==> src/rtl/wb_reg_file_pkg.sv <==
// Shared widths and constants for the writeback-stage register file.
package wb_reg_file_pkg;

    localparam int unsigned NUM_REGS  = 32;
    localparam int unsigned REG_IDX_W = 5;
    localparam int unsigned DATA_W    = 32;
    localparam int unsigned CNT_W     = 32;

    localparam logic [REG_IDX_W-1:0] REG_ZERO = 5'd0;

    function automatic logic is_zero_idx(input logic [REG_IDX_W-1:0] idx);
        return idx == REG_ZERO;
    endfunction

endpackage

==> src/rtl/wb_data_mux.sv <==
// MemtoReg 2:1 selector: memory read data or ALU result. Also used by EX forwarding.
module wb_data_mux #(
    parameter int unsigned size = 32
) (
    input  logic            sel_mem_i,
    input  logic [size-1:0] mem_data_i,
    input  logic [size-1:0] alu_data_i,
    output logic [size-1:0] data_o
);

    assign data_o = sel_mem_i ? mem_data_i : alu_data_i;

endmodule

==> src/rtl/wb_reg_file.sv <==
// Writeback stage: selects WB data, commits it to the 32-entry register file,
// serves two bypassed ID read ports and counts committed writes.
module wb_reg_file
    import wb_reg_file_pkg::*;
#(
    parameter int unsigned size = DATA_W
) (
    input  logic                 clk_i,
    input  logic                 rst_i,
    input  logic                 data_i_RegWrite,
    input  logic                 data_i_MemtoReg,
    input  logic [size-1:0]      data_i_final,
    input  logic [size-1:0]      data_i_ALU_out,
    input  logic [REG_IDX_W-1:0] data_i_WriteReg,
    input  logic [REG_IDX_W-1:0] RSaddr_i,
    input  logic [REG_IDX_W-1:0] RTaddr_i,
    output logic [size-1:0]      RSdata_o,
    output logic [size-1:0]      RTdata_o,
    output logic [size-1:0]      wb_data_o,
    output logic [CNT_W-1:0]     wr_count_o
);

    logic [size-1:0]  regs_q [NUM_REGS];
    logic [size-1:0]  regs_d [NUM_REGS];
    logic [CNT_W-1:0] wr_count_q;
    logic [CNT_W-1:0] wr_count_d;
    logic             commit_c;

    wb_data_mux #(.size(size)) u_wb_data_mux (
        .sel_mem_i  (data_i_MemtoReg),
        .mem_data_i (data_i_final),
        .alu_data_i (data_i_ALU_out),
        .data_o     (wb_data_o)
    );

    // Reset suppresses both the commit and the bypass.
    assign commit_c = data_i_RegWrite && !is_zero_idx(data_i_WriteReg) && !rst_i;

    always_comb begin
        regs_d     = regs_q;
        wr_count_d = wr_count_q;
        if (commit_c) begin
            regs_d[data_i_WriteReg] = wb_data_o;
            wr_count_d              = wr_count_q + CNT_W'(1);
        end
    end

    always_ff @(posedge clk_i) begin
        if (rst_i) begin
            for (int i = 0; i < NUM_REGS; i++) begin
                regs_q[i] <= '0;
            end
            wr_count_q <= '0;
        end else begin
            for (int i = 0; i < NUM_REGS; i++) begin
                regs_q[i] <= regs_d[i];
            end
            wr_count_q <= wr_count_d;
        end
    end

    // Each read port resolves independently: $zero, then same-cycle bypass, then array.
    always_comb begin
        RSdata_o = regs_q[RSaddr_i];
        RTdata_o = regs_q[RTaddr_i];
        if (is_zero_idx(RSaddr_i)) begin
            RSdata_o = '0;
        end else if (commit_c && (RSaddr_i == data_i_WriteReg)) begin
            RSdata_o = wb_data_o;
        end
        if (is_zero_idx(RTaddr_i)) begin
            RTdata_o = '0;
        end else if (commit_c && (RTaddr_i == data_i_WriteReg)) begin
            RTdata_o = wb_data_o;
        end
    end

    assign wr_count_o = wr_count_q;

endmodule

==> config.mk <==
export PLATFORM = sky130hd
export DESIGN_NAME = wb_reg_file
export DESIGN_NICKNAME = d
export VERILOG_FILES = /design/src/rtl/wb_reg_file_pkg.sv /design/src/rtl/wb_data_mux.sv /design/src/rtl/wb_reg_file.sv
export SDC_FILE = /design/constraint.sdc
export NUM_CORES = 2
export LEC_CHECK = 0
export CAP_MARGIN = 5
export CORE_MARGIN = 3
export CORE_UTILIZATION = 50
export DETAILED_ROUTE_END_ITERATION = 7
export PLACE_DENSITY = 0.7
export SLEW_MARGIN = 20
export SYNTH_ARGS = -nofsm -noshare
export SYNTH_HDL_FRONTEND = slang
export SYNTH_SLANG_ARGS = --single-unit
==> constraint.sdc <==
create_clock -name clk_i -period 2.3 [get_ports clk_i]
set_input_delay 0.345 -clock clk_i [delete_from_list [all_inputs] [get_ports clk_i]]
set_output_delay 0.345 -clock clk_i [all_outputs]
set_load 0.05 [all_outputs]
==> summary.txt <==
Status
  – Failing checks: negative setup slack
  – Outcome: finished, violations left

Place
  – Hpwl dp: roughly 130000 um
  – PortBufs: 210
  – Dpl cell area: 64800 sq um
  – Place WS: -0.990 ns
  – GPL Wtd Cong: about 0.9

Route
  – Drt initial violations: 6280
  – Vias per inst: 6.65
  – DR vias: roughly 50000
  – Total wire length: ~210000 um
  – Drc violations: 0
  – 1st-pass router iterations: 5
  – ANT nets after route: 0
  – Wire per inst: ~28 um

Pwr
  – P_leak: ~25 nW
  – Power density cells: 622 nW/um^2
  – PnR Total Power: ~44 mW
  – VDD IR-drop max: between 0.6 and 0.7 mV

Floorplan
  – Initial Util: 0.507
  – Row count: roughly 120
  – Core area: between 100000 and 150000 sq um
  – Ports: ~210
  – Die H: 334 um
  – Die span in x: 334 um
  – Die Footprint: between 100000 and 150000 sq um

Yosys
  – XOR/XNOR share of the synthesized area: 0.00505
  – Area contributors post-synth: dfxtp_1 39%, a211oi_1 15%, mux4_2 12%
  – Syn Inst Count: ~5500
  – Compound-Gate Fraction of Synth Area: 0.197
  – Net count after synthesis: 5604
  – Yosys reg bits: 1056
  – Asr flop ratio synth: 0
  – Simple-Gate Fraction of Synth Area: 0.116
  – Syn avg cell area: slightly below 10 sq um
  – Main synth FF type: dfxtp_1
  – Number of distinct library cells after synthesis: 54
  – Synth Warn #: 0
  – Seq/Total Area, Yosys: 0.393
  – Yosys top cell by area: dfxtp_1
  – Share of cell area taken by muxes after synthesis: 0.230
  – Number of synthesized flops with an enable pin: 0
  – Synth Area in Adders: 0.000233
  – Cell area after synthesis: ~54000 sq um
  – Top cell type's share of synthesized area: 0.393
  – Largest family of logic cells by synthesized area: multiplexers

STA
  – Setup violators final: 64
  – Final worst setup slack: -0.704 ns
  – Slew of the pin with the lowest slew margin: 1.25 ns
  – TNS Setup: -30.06 ns
  – Max-slew violation count: 0
  – WHS: around 0.22 ns
  – Fmax achieved: approximately 330 MHz
  – RSZ-0062 raised after global routing: yes
  – Fin crit share: 1.31
  – Final Hold Vio Count: 0
  – Relative slew slack: 0.165
  – Skew final: 0.00639 ns
  – Final Critical Period: 3.00 ns

Global route
  – Total gr overflow: 0
  – Gr usage total: 0.358
  – First-pass GRT wire length: 307000 um
  – GR Util met3: 0.0863
  – Met2 Resource Use GR: 0.544
  – GR peak layer: met2
  – Antenna violations before repair: 5
  – Vias in the first global route: around 48000
  – Met1 usage: 0.471
  – Largest net degree at the start of global routing: 220

Clocking
  – Clock sinks: about 1100
  – Clk_lat worst skew: roughly 0.70 ns
  – Clock Root Buffer: clkbuf_16
  – Clk slew on worst S/H paths: approximately 0.07 ns
  – CTS tree: built
  – Htree depth: 3
  – Total CTS buffers: around 110
  – # hold bufs at CTS: 0
  – Clock tree buffer depth: 3

Critical path
  – Crit path required time: just under 2 ns
  – CP max FO: 2
  – Type of origin of the critical path: register
  – CP Class: register to output pin
  – CP Data Arrival Time: roughly 2.7 ns
  – Crit end category: output pin

Finish
  – Filler cells: about 7700
  – Area Overhead vs Synth: 32.9%
  – Share of cells above drive strength 1: 0.368
  – Post-layout instance area: between 70000 and 80000 sq um
  – Layout Nets: roughly 6100

Job
  – Max cap viols: 0

Hold path
  – Min-delay worst type: primary input to register
==> state kept, by name (all words and copies together) (netlist names) <==
signal	cells
wr_count_o	32
regs_q	1024
==> final timing paths <==
kind,startpoint,slack (ns),endpoint,depth (start not counted)
worst min register to register,regs_q[1004],0.48,regs_q[1004],1
worst min-delay path,rst_i,0.22,wr_count_o[26],3
worst max-delay path,regs_q[143],-0.70,RTdata_o[15],8
worst max register to register,wr_count_o[12],0.31,wr_count_o[30],6
==> metrics by stage <==
stage / utilization / std cells
detailed placement: 0.611 / 7202
global placement: 0.611 / 7202
CTS: 0.668 / 7469
global route: 0.674 / 7488
floorplan: - / 5520
finish: 0.674 / 7491
==> what timing repair did <==
action,4_1_cts,5_1_grt
setup buffers,59,21
endpoints found under the setup margin,89,69
pin swaps,108,51
cloned,13,1
resized for setup,381,153
==> layout make-up <==
type / count / area [sq um] / share of cell area
Tap cell: 1391 / 1740 / 0.0243
Clock inverter: 55 / 798 / 0.0112
Antenna cell: 3 / 7.51 / 0.000105
Inverter: 33 / 124 / 0.00173
Multi-Input combinational cell: 3779 / 32500 / 0.455
Sequential cell: 1056 / 21400 / 0.299
Clock buffer: 150 / 3170 / 0.0443
Timing Repair Buffer: 1024 / 11800 / 0.165
==> per-layer routing <==
layer  routed length [um]  part of all wire
met5                  143           0.00069
met1                79700              0.38
met3                23400              0.11
met2                91000              0.44
met4                12800             0.062
==> power breakdown <==
part           total [mW]  switching, mW  internal, mW
Clock                19.7           7.91          11.8
Combinational        6.31           3.72          2.59
Sequential           18.5          0.102          18.4
Total                44.5           11.7          32.8
==> synth_stat cells (2+ instances only) <==
cell type and number:
a21oi_1 60, nor2_1 1107, nor2_4 10, or3_1 12, xor2_1 16, nand2b_1 8, clkbuf_2 2, o21ai_0 89
nand2_1 14, buf_2 218, nand3b_1 8, nor3_1 40, and3_1 2, a2111oi_0 60, buf_1 7, dfxtp_1 1056
and2_1 2, buf_6 13, nor4_1 52, xnor2_1 15, mux4_2 291, inv_1 33, mux2_2 294, buf_4 45
a31oi_1 2, nand3_1 8, nor4b_1 2, and4_1 7, a211oi_1 1097, or3b_1 2, clkbuf_1 367, nor2b_1 121
o21a_1 2, mux2i_1 250, o22ai_1 144, o32ai_1 13, nor2_2 21, nand4_1 12, or2_2 3
==> critical path: stages (launching register included) <==
cell     delay, ns
dfxtp_2       0.33
buf_6         0.11
mux4_2        0.46
mux2i_1       0.17
nor2_2        0.09
nor4_4        0.38
buf_4         0.20
a21oi_4       0.05
buf_6         0.15
==> cells by family (layout without fill, tap and decap cells) <==
logic type               after synthesis  count (layout)
adder cells (fa/ha/maj)                1               1
AO/OA/AOI/OAI                       1473            1473
other                                  0               3
multiplexers                         835             835
AND/OR/NAND/NOR                     1439            1439
XOR/XNOR                              31              31
buffers and inverters                685            1262
flip-flops                          1056            1056
==> cells in the final DEF, fill, tap and decap left out, types with 36 or more instances in the layout <==
cell / instances
mux2i_4: 40
o22ai_1: 116
nor2_1: 1088
mux4_2: 291
buf_12: 242
dfxtp_1: 881
dfxtp_2: 174
a21oi_4: 49
nor2b_1: 111
buf_6: 45
clkdlybuf4s50_1: 66
clkbuf_16: 113
a2111oi_2: 41
nor2_4: 36
buf_4: 594
mux2_2: 290
o21ai_0: 66
a211oi_1: 1073
mux2i_1: 187
Power figures use the tool's default switching activity.
